## config.mk

```make
export PLATFORM = sky130hd
export DESIGN_NAME = alu_operand_sequencer
export DESIGN_NICKNAME = d
export VERILOG_FILES = /design/src/rtl/alu_operand_sequencer.sv
export SDC_FILE = /design/constraint.sdc
export NUM_CORES = 1
export LEC_CHECK = 0
export ABC_AREA = 1
export CAP_MARGIN = 20
export CORE_MARGIN = 2
export CORE_UTILIZATION = 39
export CTS_CLUSTER_DIAMETER = 80
export DETAILED_ROUTE_END_ITERATION = 8
export PLACE_DENSITY = 0.81
export RECOVER_POWER = 100
export SYNTH_ARGS = -nofsm -noshare
export SYNTH_HDL_FRONTEND = slang
export SYNTH_SLANG_ARGS = --single-unit
```

## constraint.sdc

```tcl
create_clock -name clk -period 1.1 [get_ports clk]
set_clock_uncertainty 0.15 [all_clocks]
set_input_delay 0.275 -clock clk [delete_from_list [all_inputs] [get_ports clk]]
set_output_delay 0.275 -clock clk [all_outputs]
set_load 0.01 [all_outputs]
```

## src/rtl/alu_operand_sequencer.sv

```systemverilog
// Operand sequencer for the 8-bit ALU: captures A, B and the select from one shared
// bus in three strobed transfers, holds them toward the ALU and latches the result.
module alu_operand_sequencer #(
    parameter int WIDTH   = 8,
    parameter int SEL_W   = 2,
    parameter int ALU_LAT = 0
) (
    input  logic             clk,
    input  logic             rst,
    input  logic [WIDTH-1:0] data_in,
    input  logic             load,
    input  logic             clr,
    output logic [WIDTH-1:0] a,
    output logic [WIDTH-1:0] b,
    output logic [SEL_W-1:0] sel,
    output logic             alu_valid,
    input  logic [WIDTH-1:0] alu_result,
    output logic [WIDTH-1:0] result,
    output logic             result_valid,
    output logic             busy,
    output logic             overrun,
    output logic [2:0]       phase
);

    localparam int CNT_W = (ALU_LAT > 0) ? $clog2(ALU_LAT + 1) : 1;
    localparam logic [CNT_W-1:0] LAT_MAX = CNT_W'(ALU_LAT);

    typedef enum logic [2:0] {
        S_A    = 3'd0,
        S_B    = 3'd1,
        S_OP   = 3'd2,
        S_EXEC = 3'd3,
        S_DONE = 3'd4
    } state_t;

    state_t           state;
    logic             load_q;
    logic             ld_edge;
    logic [CNT_W-1:0] lat_cnt;

    // load_q clears in reset, so a load already high at release counts as an edge.
    assign ld_edge   = load & ~load_q;
    assign alu_valid = (state == S_EXEC);
    assign busy      = (state == S_EXEC);
    assign phase     = state;

    always_ff @(posedge clk) begin
        if (rst) begin
            state        <= S_A;
            load_q       <= 1'b0;
            lat_cnt      <= '0;
            a            <= '0;
            b            <= '0;
            sel          <= '0;
            result       <= '0;
            result_valid <= 1'b0;
            overrun      <= 1'b0;
        end else begin
            load_q <= load;
            // clr swallows any coincident edge: no capture, no overrun.
            if (clr) begin
                state        <= S_A;
                result_valid <= 1'b0;
            end else begin
                case (state)
                    S_A: begin
                        if (ld_edge) begin
                            a     <= data_in;
                            state <= S_B;
                        end
                    end
                    S_B: begin
                        if (ld_edge) begin
                            b     <= data_in;
                            state <= S_OP;
                        end
                    end
                    S_OP: begin
                        if (ld_edge) begin
                            sel     <= data_in[SEL_W-1:0];
                            lat_cnt <= '0;
                            state   <= S_EXEC;
                        end
                    end
                    S_EXEC: begin
                        if (ld_edge) begin
                            overrun <= 1'b1;
                        end
                        if (lat_cnt == LAT_MAX) begin
                            result       <= alu_result;
                            result_valid <= 1'b1;
                            state        <= S_DONE;
                        end else begin
                            lat_cnt <= lat_cnt + 1'b1;
                        end
                    end
                    S_DONE: begin
                        // This edge is already operand A of the next operation.
                        if (ld_edge) begin
                            a            <= data_in;
                            result_valid <= 1'b0;
                            state        <= S_B;
                        end
                    end
                    default: begin
                        state <= S_A;
                    end
                endcase
            end
        end
    end

endmodule

```

==> run_results.csv <==
group,metric,value,unit
synth,ys_seq_elements,32,
synth,ys_types,16,
critical_path,crit_fanout,4,
critical_path,reg2reg_slack,-0.33,ns
sta,finalCritPeriodShare,134,%
grt,antenna_found_initial,0,
sta,setup_ws,-0.375,ns
cells_and_area,fin_nets,310,
floorplanning,pin_count,53,
route,first_pass_iters,4,
synth,syn_avg_cell_area,6.85,um2
clocking,clk_latency,0.34,ns
sta,rsz0062_at_grt,"yes",
clocking,cts_sinks,32,
sta,final-hold-violation-count,0,
placement,place_area,2130,um2
power_and_ir_drop,ir_worst_vdd,941,uV
grt,grt_overflow,0,
critical_path,endpoint_kind,"output pin",
floorplanning,die_y,63.4,um
route,drt_drc_violations_left,0,
power_and_ir_drop,comb_power_share,18.6,%
clocking,clk_pin_slew,0.09,ns
sta,setup_viol,64,
flow_run,drv_cap,0,
sta,relSlewSlack,81.7,%
worst_hold_path,worstHoldPathType,"input port to register",
critical_path,worstPathRequired,0.67,ns
cells_and_area,fin_area,2560,um2
cells_and_area,final_cell_mix,"57 x nor2_1, 40 x buf_6, 36 x nand2_1, 30 x dfxtp_2, 22 x buf_4",
route,postRouteAntennaNets,0,
sta,worst_pin_slew,0.275,ns
floorplanning,start_util,40.9,%
route,wl_per_cell,13.7,um
grt,grt_pass1_wl,6700,um
synth,synth_cells,201,
power_and_ir_drop,clkPwrFrac,30.7,%
sta,fmax,0.678,GHz
critical_path,worst-path-buf-inv,1,
critical_path,critPathLaunchType,"register",
grt,grt_pass1_vias,1464,
cells_and_area,area_delta_synth_final,86.1,%
power_and_ir_drop,p_leak,1.16,nW
floorplanning,core_area,3360,um2
cells_and_area,antennaDiodeCount,0,
synth,synth_nets,221,
critical_path,crit_family,"flip-flops",
clocking,clk_path_buf_depth,2,
power_and_ir_drop,internal_power,0.00178,W
floorplanning,die_w,63.4,um
route,viasPerCell,4.69,
clocking,cts_tree,"yes",
placement,gp_congestion,0.853,
placement,portBuffers,52,
placement,dp_hpwl,2570,um
grt,grt_max_degree,27,
power_and_ir_drop,power_density,933,nW/um2
sta,slew_violations,0,
synth,ys_seq_area_share,46.5,%
critical_path,critical_path.max_stage_delay,0.36,ns
sta,finalCriticalPeriod,1.48,ns
outcome,violations,"negative setup slack",
route,routed_wl,4610,um
cells_and_area,fillers,248,
clocking,cts_buffers,5,
outcome,status,"complete, but fails checks",
clocking,htree_levels,2,
cells_and_area,drive_above_1_share,49.0,%
power_and_ir_drop,p_switching,0.000611,W
critical_path,cp_cell_sequence,"nand2_2, nor2_4, buf_6",
cells_and_area,layout_commonest_cell,"nor2_1",
route,via_count,1576,
power_and_ir_drop,share_seq_of_total_power,50.7,%
power_and_ir_drop,switching_share,25.6,%
critical_path,worst_ep_arrival_time,1.05,ns
floorplanning,die-area,4020,um2
route,drtIter0Drc,72,
floorplanning,row_count,21,
synth,synth-warning-count,0,
clocking,clock_tree.root_cell,"clkbuf_4",
critical_path,critical_path_class,"register to output pin",
grt,grt_use_total,21.9,%
cells_and_area,final_core_util,76.2,%
synth,synth_area,1380,um2
critical_path,slowest_stage,"dfxtp_2",
==> power by group through the flow <==
stage / Sequential (W) / Clock, W / Combinational, W
finish: 0.00121 / 0.000735 / 0.000444
CTS: 0.00121 / 0.000750 / 0.000399
floorplan: 0.00124 / 0 / 0.000141
global route: 0.00121 / 0.000808 / 0.000476
detailed placement: 0.00123 / 0 / 0.000353
global placement: 0.00123 / 0 / 0.000347
==> worst reg2reg max path: stages (launching register included) <==
cell and delay [ns]:
dfxtp_2 0.35, buf_6 0.12, buf_12 0.14, nor2_4 0.16
inv_4 0.07, nor2_4 0.21, nor2_1 0.07, nor2_1 0.10
==> sequential cells by signal, summed over array words and instances (netlist names) <==
name          cells
a                 8
b                 8
phase             3
load_q            1
overrun           1
result_valid      1
result            8
sel               2
==> through the flow <==
stage | cells | TNS [ns] | hold slack (ns) | setup slack, ns | power [W]
final | 336 | -12.92 | 0.295 | -0.375 | 0.00239
after global routing | 336 | -15.46 | 0.316 | -0.406 | 0.00250
after CTS | 326 | -10.97 | 0.288 | -0.348 | 0.00236
after detailed placement | 313 | -23.22 | 0.305 | -0.648 | 0.00158
after global placement | 313 | -22.42 | 0.303 | -0.589 | 0.00158
after floorplan | 201 | -2.44 | 0.190 | -0.152 | 0.00138
==> cell families (layout without fill, tap and decap cells) <==
kind of cell,after synthesis,in the layout,share of synthesized area [%]
AO/OA/AOI/OAI,5,5,1.82
flip-flops,32,32,46.5
buffers and inverters,30,117,9.55
AND/OR/NAND/NOR,134,136,42.1
==> what timing repair did <==
item | in CTS | in global routing
buffers inserted | 5 | 10
gates resized for setup | 226 | 11
pin swaps | 22 | 12
hold buffers | 0 | 0
cloned | 2 | 0
setup endpoints to repair | 64 | 64
==> worst paths after layout <==
path,from,cells after the start,end
setup / recovery,phase[0],3,alu_valid
hold reg to reg,a[4],2,a[4]
hold / removal,load,4,load_q
setup reg to reg,phase[0],7,a[5]
==> cell usage after synthesis, drive strengths merged <==
cell type  count  area [um2]
nor2          70         305
nand2         41         154
dfxtp         32         641
inv           24        90.1
nand3         21         110
a21oi          3        15.0
buf            3        30.0
clkbuf         2        7.51
nor3           2        10.0
o21ai          2        10.0
clkinv         1        3.75
==> per-layer routing <==
metal | wire [um] | part of all wire [%] | global-route usage [%] | vias to the layer above
met5 | 0 | 0 | 0 | -
met4 | 108 | 2.3 | 12.0 | 0
met3 | 217 | 4.7 | 4.11 | 11
met2 | 2340 | 51 | 37.4 | 54
met1 | 1940 | 42 | 25.8 | 719
li1 | - | - | - | 792
==> layout make-up <==
type                            instances  area, um2  area share (%)
Sequential cell                        32        682            26.6
Inverter                               25        104            4.05
Timing Repair Buffer                   85        883            34.5
Clock buffer                            7       65.1            2.54
Tap cell                               46       57.6            2.25
Multi-Input combinational cell        141        769            30.0
Note: power is estimated with default switching activity, not from simulation.
